### config.mk
export PLATFORM = sky130hd
export DESIGN_NAME = cpu_flags_mt
export DESIGN_NICKNAME = d
export VERILOG_FILES = /design/src/rtl/cpu_flags_mt_pkg.sv /design/src/rtl/cpu_flags_mt_cond.sv /design/src/rtl/cpu_flags_mt.sv
export SDC_FILE = /design/constraint.sdc
export NUM_CORES = 1
export LEC_CHECK = 0
export BUFFER_PORTS_ARGS = -buffer_cell sky130_fd_sc_hd__buf_2
export CAP_MARGIN = 15
export CORE_ASPECT_RATIO = 0.9
export CORE_UTILIZATION = 55
export CTS_CLUSTER_DIAMETER = 80
export DETAILED_ROUTE_END_ITERATION = 10
export PLACE_DENSITY_LB_ADDON = 0.08
export SLEW_MARGIN = 10
export SYNTH_ARGS = -nofsm -noshare
export SYNTH_HDL_FRONTEND = slang
export SYNTH_HIERARCHICAL = 1
export SYNTH_SLANG_ARGS = --single-unit
### constraint.sdc
create_clock -name CLK -period 8.9 [get_ports CLK]
set_input_delay 0.89 -clock CLK [delete_from_list [all_inputs] [get_ports CLK]]
set_output_delay 0.89 -clock CLK [all_outputs]
set_load 0.02 [all_outputs]
### src/rtl/cpu_flags_mt_pkg.sv
// Shared definitions for the multi-threaded CPU flag store.
// Contents: index helper function, default flag/condition geometry, condition field positions,
// flag index constants, named condition codes and the flag-store state type.
package cpu_flags_mt_pkg;

  // Position of the highest set bit (0 for inputs 0 and 1).
  function automatic int msb(input int v);
    int r;
    r = 0;
    for (int i = 0; i < 32; i++) begin
      if (v[i]) r = i;
    end
    return r;
  endfunction

  localparam int CPU_N_FLAGS    = 4;
  localparam int CPU_FLAG_IDX_W = msb(CPU_N_FLAGS - 1) + 1;
  localparam int CPU_COND_LEN   = CPU_FLAG_IDX_W + 2;

  // Condition field layout: {always, invert, flag index}.
  localparam int COND_ALWAYS_BIT = CPU_COND_LEN - 1;
  localparam int COND_INVERT_BIT = CPU_COND_LEN - 2;
  localparam int COND_IDX_LSB    = 0;

  localparam int FLAG_ZERO  = 0;
  localparam int FLAG_CARRY = 1;
  localparam int FLAG_ONE   = 2;
  localparam int FLAG_UF    = 3;

  typedef logic [CPU_COND_LEN-1:0] cond_t;

  function automatic cond_t mk_cond(input int idx, input bit inv);
    cond_t c;
    c = '0;
    c[CPU_FLAG_IDX_W-1:0] = idx[CPU_FLAG_IDX_W-1:0];
    c[COND_INVERT_BIT]    = inv;
    return c;
  endfunction

  function automatic cond_t mk_always();
    cond_t c;
    c = '0;
    c[COND_ALWAYS_BIT] = 1'b1;
    return c;
  endfunction

  localparam cond_t IF_NONE      = mk_always();
  localparam cond_t IF_ZERO      = mk_cond(FLAG_ZERO, 1'b0);
  localparam cond_t IF_NOT_ZERO  = mk_cond(FLAG_ZERO, 1'b1);
  localparam cond_t IF_ONE       = mk_cond(FLAG_ONE, 1'b0);
  localparam cond_t IF_NOT_ONE   = mk_cond(FLAG_ONE, 1'b1);
  localparam cond_t IF_CARRY     = mk_cond(FLAG_CARRY, 1'b0);
  localparam cond_t IF_NOT_CARRY = mk_cond(FLAG_CARRY, 1'b1);
  localparam cond_t IF_UF        = mk_cond(FLAG_UF, 1'b0);
  localparam cond_t IF_NOT_UF    = mk_cond(FLAG_UF, 1'b1);

  typedef enum logic {StInit, StRun} state_t;

endpackage

### src/rtl/cpu_flags_mt_cond.sv
// Combinational condition decoder.
// Ports:
//   i_flags             live flags of the current thread
//   i_op_condition      {always, invert, flag index}
//   o_condition_is_true always bit, else selected flag xor invert; out-of-range index is false
module cpu_flags_cond
  import cpu_flags_mt_pkg::*;
#(
  parameter int N_FLAGS  = 4,
  parameter int COND_LEN = 4
) (
  input  logic [N_FLAGS-1:0]  i_flags,
  input  logic [COND_LEN-1:0] i_op_condition,
  output logic                o_condition_is_true
);

  localparam int IdxW = COND_LEN - 2;

  logic w_hit;
  logic w_bit;

  always_comb begin
    w_hit = 1'b0;
    w_bit = 1'b0;
    for (int k = 0; k < N_FLAGS; k++) begin
      if (i_op_condition[IdxW-1:0] == IdxW'(k)) begin
        w_hit = 1'b1;
        w_bit = i_flags[k];
      end
    end
    o_condition_is_true = i_op_condition[COND_LEN-1] |
                          (w_hit & (w_bit ^ i_op_condition[COND_LEN-2]));
  end

endmodule

### src/rtl/cpu_flags_mt.sv
// Per-thread flag store with condition evaluation and an external OR-set port.
// Ports:
//   CLK, RESET            clock, synchronous active-high reset (restarts the clearing sweep)
//   ready                 high once every thread context has been cleared
//   thread_num            thread for load / save
//   load_en, save_en      context load into live flags / save of live flags
//   flags                 live flags of the current thread
//   op_condition          condition to evaluate, condition_is_true its combinational result
//   set_flags             masked update of live flags (iop_flag_mask, flags_in)
//   ext_set_en/ext_ready  handshake of the external OR-set request
//   ext_thread, ext_mask  target thread and bits to OR in
module cpu_flags_mt
  import cpu_flags_mt_pkg::*;
#(
  parameter int N_FLAGS       = 4,
  parameter int N_THREADS     = 16,
  parameter int N_THREADS_MSB = msb(N_THREADS - 1),
  parameter int FLAG_IDX_W    = msb(N_FLAGS - 1) + 1,
  parameter int COND_LEN      = FLAG_IDX_W + 2
) (
  input  logic                   CLK,
  input  logic                   RESET,
  output logic                   ready,
  input  logic [N_THREADS_MSB:0] thread_num,
  input  logic                   load_en,
  input  logic                   save_en,
  output logic [N_FLAGS-1:0]     flags,
  input  logic [COND_LEN-1:0]    op_condition,
  output logic                   condition_is_true,
  input  logic                   set_flags,
  input  logic [N_FLAGS-1:0]     iop_flag_mask,
  input  logic [N_FLAGS-1:0]     flags_in,
  input  logic                   ext_set_en,
  output logic                   ext_ready,
  input  logic [N_THREADS_MSB:0] ext_thread,
  input  logic [N_FLAGS-1:0]     ext_mask
);

  localparam int TW = N_THREADS_MSB + 1;
  localparam logic [TW-1:0] LastEntry = TW'(N_THREADS - 1);

  state_t              r_state;
  logic [TW-1:0]       r_init_cnt;
  logic [TW-1:0]       r_cur_thread;
  logic [N_FLAGS-1:0]  r_flags;
  logic                r_pend_vld;
  logic [TW-1:0]       r_pend_thread;
  logic [N_FLAGS-1:0]  r_pend_mask;
  logic [N_FLAGS-1:0]  r_mem [N_THREADS];

  logic                w_run;
  logic                w_load;
  logic                w_save;
  logic [TW-1:0]       w_save_thread;
  logic                w_bypass;
  logic                w_ext_vld;
  logic [TW-1:0]       w_ext_thread;
  logic [N_FLAGS-1:0]  w_ext_mask;
  logic                w_ext_live;
  logic                w_ext_mem;
  logic                w_ext_hits_save;
  logic                w_ext_hits_load;
  logic                w_ext_defer;
  logic                w_ext_rmw;
  logic [N_FLAGS-1:0]  w_flags_d;
  logic                w_we;
  logic [TW-1:0]       w_waddr;
  logic [N_FLAGS-1:0]  w_wdata;

  assign w_run     = (r_state == StRun);
  assign ready     = w_run;
  assign ext_ready = w_run & ~r_pend_vld;
  assign flags     = r_flags;

  assign w_load = w_run & load_en;
  assign w_save = w_run & save_en;

  // A save issued together with a load retires the outgoing (current) thread; a save on its own
  // targets thread_num. Equal threads in that case mean the live flags simply stay.
  assign w_save_thread = load_en ? r_cur_thread : thread_num;
  assign w_bypass      = w_load & w_save & (w_save_thread == thread_num);

  // A pending request blocks new ones, so it is the only source while it is held.
  assign w_ext_vld    = w_run & (r_pend_vld | (ext_set_en & ext_ready));
  assign w_ext_thread = r_pend_vld ? r_pend_thread : ext_thread;
  assign w_ext_mask   = r_pend_vld ? r_pend_mask : ext_mask;

  assign w_ext_live      = w_ext_vld & ~w_load & (w_ext_thread == r_cur_thread);
  assign w_ext_mem       = w_ext_vld & ~w_ext_live;
  assign w_ext_hits_save = w_ext_mem & w_save & (w_ext_thread == w_save_thread);
  assign w_ext_hits_load = w_ext_mem & w_load & (w_ext_thread == thread_num);
  // The save owns the single write port, so a request to another thread waits one cycle.
  assign w_ext_defer     = w_ext_mem & w_save & ~w_ext_hits_save;
  assign w_ext_rmw       = w_ext_mem & ~w_save;

  always_comb begin
    w_flags_d = r_flags;
    if (w_load) begin
      w_flags_d = (w_bypass ? r_flags : r_mem[thread_num]) |
                  (w_ext_hits_load ? w_ext_mask : '0);
    end else if (w_run) begin
      if (set_flags) begin
        w_flags_d = (r_flags & ~iop_flag_mask) | (flags_in & iop_flag_mask);
      end
      if (w_ext_live) begin
        w_flags_d = w_flags_d | w_ext_mask;
      end
    end
  end

  always_comb begin
    w_we    = 1'b0;
    w_waddr = r_init_cnt;
    w_wdata = '0;
    if (!RESET) begin
      if (!w_run) begin
        w_we = 1'b1;
      end else if (w_save) begin
        w_we    = 1'b1;
        w_waddr = w_save_thread;
        w_wdata = r_flags | (w_ext_hits_save ? w_ext_mask : '0);
      end else if (w_ext_rmw) begin
        w_we    = 1'b1;
        w_waddr = w_ext_thread;
        w_wdata = r_mem[w_ext_thread] | w_ext_mask;
      end
    end
  end

  always_ff @(posedge CLK) begin
    if (w_we) begin
      r_mem[w_waddr] <= w_wdata;
    end
  end

  always_ff @(posedge CLK) begin
    if (RESET) begin
      r_state       <= StInit;
      r_init_cnt    <= '0;
      r_cur_thread  <= '0;
      r_flags       <= '0;
      r_pend_vld    <= 1'b0;
      r_pend_thread <= '0;
      r_pend_mask   <= '0;
    end else begin
      r_flags <= w_flags_d;
      unique case (r_state)
        StInit: begin
          if (r_init_cnt == LastEntry) begin
            r_state <= StRun;
          end else begin
            r_init_cnt <= r_init_cnt + TW'(1);
          end
        end
        StRun: begin
          if (w_load) begin
            r_cur_thread <= thread_num;
          end
          if (w_ext_defer) begin
            r_pend_vld    <= 1'b1;
            r_pend_thread <= w_ext_thread;
            r_pend_mask   <= w_ext_mask;
          end else if (w_ext_vld) begin
            r_pend_vld <= 1'b0;
          end
        end
        default: r_state <= StInit;
      endcase
    end
  end

  cpu_flags_cond #(
    .N_FLAGS  (N_FLAGS),
    .COND_LEN (COND_LEN)
  ) u_cond (
    .i_flags             (r_flags),
    .i_op_condition      (op_condition),
    .o_condition_is_true (condition_is_true)
  );

endmodule
# Yosys cells after proc, flatten, opt, wreduce, memory -nomap -nowiden
# Memory sizes are Yosys's and may differ from the RTL's.
# Index checks and enable logic that the tools add are counted.
dict set report op_classes {
  n_reduce_logical 7
  bitwise_logic 35
  n_addsub 1
  muxes 38
  n_eq_ne 8
}
# op count
set ops {}
lappend ops {{$mux W4} 20}
lappend ops {{$or A4 B4 Y4} 5}
lappend ops {{$mux W1} 18}
lappend ops {{$and A1 B1 Y1} 17}
lappend ops {{$eq A4 B4 Y1} 4}
lappend ops {{$and A4 B4 Y4} 2}
lappend ops {{$reduce_and A2 Y1} 4}
lappend ops {{$not A1 Y1} 7}
lappend ops {{$add A4 B1 Y4 const B} 1}
lappend ops {{$eq A2 B2 Y1 const B} 2}
lappend ops {{$eq A4 B4 Y1 const B} 1}
lappend ops {{$not A4 Y4} 1}
lappend ops {{$reduce_bool A2 Y1} 2}
lappend ops {{$eq A2 B1 Y1 const B} 1}
lappend ops {{$logic_not A2 Y1} 1}
lappend ops {{$or A1 B1 Y1} 2}
lappend ops {{$xor A1 B1 Y1} 1}
dict set report totals {
  n_memories 1
  register_bits 22
  out_inout_bits 7
  wordCells 97
  mem_bits_rw 64
  in_bits 30
}
# memory depth word_bits rd rd_ports_with_merged_regs write_ports line_no
set memory_table {}
lappend memory_table {r_mem 16 4 2 0 1 cpu_flags_mt.sv:49} ;# logic [N_FLAGS-1:0] r_mem [N_THREADS];

# Longest topological paths before layout
dict set report logic_depth {
  word_depth 16
  ltp_mapped 9
  depth_no_buf 6
}

# By module
# The synthesis kept the hierarchy.
# mod area_per_inst_um2 instances cells_each seq_area_each_um2
set modules_own_cells {}
lappend modules_own_cells {cpu_flags_mt 4724.5 1 369 2362.3}
lappend modules_own_cells {cpu_flags_cond 37.5 1 3 0.0}

# Least setup slack after synthesis
# OpenSTA, ideal clock, no wires.
dict set report synth_path {
  path_type {input -> register}
  from {input port load_en}
  to {memory r_mem[2][0] (enable)}
  stages 8
  arrival_ns 2.964
  n_path_buf 2
  slack_ns 5.575
  t_required_ns 8.539
  setup_time_ns 0.361
  cell_sequence {clkbuf_1 > nor2_1 > mux2i_2 > o41ai_2 > and3_1 > or4b_1 > buf_2 > nor3_1}
}
dict set report synth_via {
  elab_chain_cells 13
  elab_cells_between_ends 18
  classes_between {mux: 11; bitwise: 7}
}
# item line_no
set synth_lines {}
lappend synth_lines {{start, declared} cpu_flags_mt.sv:25} ;# input logic load_en,
lappend synth_lines {{$and A1 B1 Y1} cpu_flags_mt.sv:75} ;# assign w_load = w_run & load_en;
lappend synth_lines {{$not A1 Y1} cpu_flags_mt.sv:88} ;# assign w_ext_live = w_ext_vld & ~w_load & (w_ext_thread == r_cur_thread);
lappend synth_lines {{$and A1 B1 Y1 (2 in a row)} cpu_flags_mt.sv:88}
lappend synth_lines {{$not A1 Y1} cpu_flags_mt.sv:89} ;# assign w_ext_mem = w_ext_vld & ~w_ext_live;
lappend synth_lines {{$and A1 B1 Y1} cpu_flags_mt.sv:89}
lappend synth_lines {{$and A1 B1 Y1} cpu_flags_mt.sv:94} ;# assign w_ext_rmw = w_ext_mem & ~w_save;
lappend synth_lines {{$mux W1} cpu_flags_mt.sv:122} ;# end else if (w_ext_rmw) begin
lappend synth_lines {{$mux W1} cpu_flags_mt.sv:118} ;# end else if (w_save) begin
lappend synth_lines {{$mux W1} cpu_flags_mt.sv:116} ;# if (!w_run) begin
lappend synth_lines {{$mux W1} cpu_flags_mt.sv:115} ;# if (!RESET) begin
lappend synth_lines {{$mux W1} cpu_flags_mt.sv:131} ;# if (w_we) begin
lappend synth_lines {{$mux W1 (implied by the code)} cpu_flags_mt.sv:132} ;# r_mem[w_waddr] <= w_wdata;
lappend synth_lines {{end, declared} cpu_flags_mt.sv:49}
# Parallel ways exist; a longest one is shown, timed or not.

# Worst setup path after layout
dict set report layout_path {
  from {register r_pend_vld}
  to {memory r_mem[11][3] (enable)}
}
dict set report layout_via {
  elab_chain_cells 16
  elab_cells_between_ends 22
  classes_between {eq/ne: 1; mux: 11; bitwise: 10}
}
# item line_no
set layout_lines {}
lappend layout_lines {{start, declared} cpu_flags_mt.sv:46} ;# logic r_pend_vld;
lappend layout_lines {{start signal, assigned} cpu_flags_mt.sv:142} ;# r_pend_vld <= 1'b0;
lappend layout_lines {{start signal, assigned} cpu_flags_mt.sv:160} ;# r_pend_vld <= 1'b1;
lappend layout_lines {{start signal, assigned} cpu_flags_mt.sv:164} ;# r_pend_vld <= 1'b0;
lappend layout_lines {{$not A1 Y1} cpu_flags_mt.sv:72} ;# assign ext_ready = w_run & ~r_pend_vld;
lappend layout_lines {{$and A1 B1 Y1} cpu_flags_mt.sv:72}
lappend layout_lines {{$and A1 B1 Y1} cpu_flags_mt.sv:84} ;# assign w_ext_vld = w_run & (r_pend_vld | (ext_set_en & ext_ready));
lappend layout_lines {{$or A1 B1 Y1} cpu_flags_mt.sv:84}
lappend layout_lines {{$and A1 B1 Y1} cpu_flags_mt.sv:84}
lappend layout_lines {{$and A1 B1 Y1 (2 in a row)} cpu_flags_mt.sv:88}
lappend layout_lines {{$not A1 Y1} cpu_flags_mt.sv:89}
lappend layout_lines {{$and A1 B1 Y1} cpu_flags_mt.sv:89}
lappend layout_lines {{$and A1 B1 Y1} cpu_flags_mt.sv:94}
lappend layout_lines {{$mux W1} cpu_flags_mt.sv:122}
lappend layout_lines {{$mux W1} cpu_flags_mt.sv:118}
lappend layout_lines {{$mux W1} cpu_flags_mt.sv:116}
lappend layout_lines {{$mux W1} cpu_flags_mt.sv:115}
lappend layout_lines {{$mux W1} cpu_flags_mt.sv:131}
lappend layout_lines {{$mux W1 (implied by the code)} cpu_flags_mt.sv:132}
# Parallel ways exist; a longest one is shown, timed or not.

==> run_results.csv <==
group,metric,value,unit
placement,hpwl,8160,µm
hold_path,hold_path_class,"reg -> reg",
layout,fillers,662,
timing,tns,0,ns
yosys,synth_top_cell_area_share,0.404,
global_routing,grt_antenna_before_repair,0,
layout,diodes,0,
cts,cts.sinks,86,
timing,rsz0062_at_grt,"false",
cts,hold_buffers,0,
floorplanning,die_area,9040,µm²
yosys,synth.top_cells.by_area,"edfxtp_1 40%, mux4_2 17%, dfxtp_1 9.2%, mux2i_1 5.9%, nor2_1 3.9%",
floorplanning,core,8220,µm²
cts,cts_buffers,9,
floorplanning,rows,31,
layout,finish.instance_area,5230,µm²
drt,first_pass_iters,5,
layout,final_nets,430,
drt,wl,11200,µm
timing,hold_violations,0,
layout,syn2layout_area_growth,9.80,%
critical_path,cp-end-kind,"register",
yosys,synth_nets,403,
yosys,ys_top_cells_by_count,"64 x edfxtp_1, 50 x nor2_1, 35 x mux4_2",
run_status,run_status,"completed",
global_routing,grt_max_degree,28,
timing,finalCriticalPeriod,4.06,ns
yosys,yosysMostFrequentCell,"edfxtp_1",
global_routing,grt_usage,0.269,
layout,regArea,2360,µm²
cts,clock_latency,0.36,ns
timing,drv_slew,0,
timing,max_slew_margin,0.278,
drt,ant_nets,0,
layout,drive_gt1_frac,0.255,
layout,multi_input_area,2290,µm²
placement,place.gp.congestion,0.922,
floorplanning,start_util,0.579,
yosys,ys.warnings.count,6,
drt,drc_errors,0,
critical_path,critPathMaxFanout,21,
critical_path,cp.required,8.89,ns
yosys,synth_area,4760,µm²
cts,path_clk_slew,0.09,ns
drt,viasPerCell,6.43,
yosys,ys_async_sr_fraction,0,
yosys,synth_edf_count,64,
power_and_ir_drop,leakagePower,1.88,nW
global_routing,grt.met3_usage,0.0697,
critical_path,critical_path.startpoint_type,"register",
placement,placed_area,5010,µm²
global_routing,grt_overflow,0,
cts,cts_tree,"built",
floorplanning,boundaryPins,37,
yosys,synth_top_flop_cell,"edfxtp_1",
cts,ctsResizeCount,0,
floorplanning,die_width,100,µm
timing,tightest_slew,1.08,ns
power_and_ir_drop,power.total,0.801,mW
yosys,synth.avg_cell_area,12.8,µm²
yosys,synth.distinct_cells,50,
yosys,yosysSeqAreaShare,0.496,
timing,skew,0.0105,ns
timing,period_share,0.456,
timing,fmax,247,MHz
yosys,ys_ff_latch,86,
critical_path,crit_arrival,4.05,ns
drt,drtIter0Drc,261,
global_routing,grt_util_met1,0.394,
global_routing,grtUsageMet2,0.398,
cts,post_cts_buffers,0,
power_and_ir_drop,peakVddDrop,0.102,mV
cts,ctsLongestPathBuffers,2,
global_routing,grt_pass1_wl,17900,µm
critical_path,path_class,"reg -> reg",
job,drv_cap,0,
drt,vias,3336,
cts,cts_htree_levels,3,
global_routing,grt_busiest_layer,"met2",
placement,io_buffer_count,36,
yosys,yosysTopAreaCell,"edfxtp_1",
yosys,netlist_instances,372,
floorplanning,die_y,90.3,µm
timing,setup_violations,0,
power_and_ir_drop,power_density,153,nW/µm²
cts,cts-root-buf,"clkbuf_8",
drt,wl_per_cell,21.7,µm
global_routing,grt_pass1_vias,3220,
state kept, by name, indices dropped and copies added, names as in the netlist:
register and cells:
flags 4, r_cur_thread 4, r_init_cnt 4, r_mem 64
r_pend_mask 4, r_pend_thread 4, r_pend_vld 1, ready 1
layer usage:
metal | wire [µm] | share of wire
met5 | 0 | 0
met4 | 218 | 0.019
met2 | 5130 | 0.46
met1 | 4810 | 0.43
met3 | 1100 | 0.097
stage by stage:
stage / util / cells / hold slack [ns] / worst slack (ns)
finish: 0.636 / 519 / 0.507 / 4.84
global route: 0.636 / 519 / 0.557 / 4.60
CTS: 0.635 / 518 / 0.507 / 4.88
detailed placement: 0.610 / 502 / 0.496 / 4.90
global placement: 0.610 / 502 / 0.486 / 5.02
floorplan: - / 372 / 0.478 / 5.57
layout by cell type, fill, tap and decap left out, types with 2 or more instances in the layout:
master and n:
nand4_1 4, nand2_1 25, and2_1 2, inv_1 6, or2_2 2, mux4_2 35, nor4b_1 2, mux2i_1 27
edfxtp_1 64, buf_2 36, clkinv_4 2, mux2i_4 3, xnor2_1 10, nor2_1 50, nand2b_1 3, mux2_2 2
and3_1 4, nor4_1 4, mux2i_2 2, o21ai_0 4, xnor2_2 3, a21oi_1 13, buf_4 2, a31oi_1 3
dfxtp_1 22, or3_1 2, clkbuf_8 9, o41ai_1 3, nand3_1 2, nor3_1 12, o221ai_1 4, xor2_1 5
a211oi_1 8, inv_6 2, o31a_1 3, o211ai_1 6
critical path: stages, from the launching register on:
cell and delay (ns):
dfxtp_1 0.84, mux2i_4 0.33, buf_4 0.37, mux2i_2 0.42
o41ai_2 0.21, and3_1 0.22, or4b_1 0.71, nor3_1 0.58
report_power, final:
part | internal, mW | total (mW) | switching [mW]
clock network | 0.134 | 0.288 | 0.154
registers | 0.430 | 0.433 | 0.00291
logic | 0.0359 | 0.0804 | 0.0446
total | 0.600 | 0.801 | 0.201
layout make-up:
cell class              count  share of cell area
flip-flops and latches     86               0.452
multi-input cells         257               0.438
repair buffers             39              0.0395
well taps                 115              0.0275
clock buffers               9              0.0237
clock inverters             7              0.0156
inverters                   6             0.00431
worst paths after layout:
kind,start,to,slack (ns),depth (start not counted)
max,r_pend_vld,r_mem[11][3],4.84,7
min,r_pend_mask[3],r_pend_mask[3],0.51,2
max reg2reg,r_pend_vld,r_mem[11][3],4.84,7
min reg2reg,r_pend_mask[3],r_pend_mask[3],0.51,2
logic make-up (layout without fill, tap and decap cells):
logic type | after synthesis | count (layout) | synth area share
AO/OA/AOI/OAI | 54 | 54 | 0.0828
flip-flops | 86 | 86 | 0.496
XOR/XNOR | 18 | 18 | 0.0378
buffers and inverters | 29 | 61 | 0.0260
multiplexers | 69 | 69 | 0.244
adder cells (fa/ha/maj) | 1 | 1 | 0.00263
AND/OR/NAND/NOR | 115 | 115 | 0.110
(Power assumes the default switching activity.)
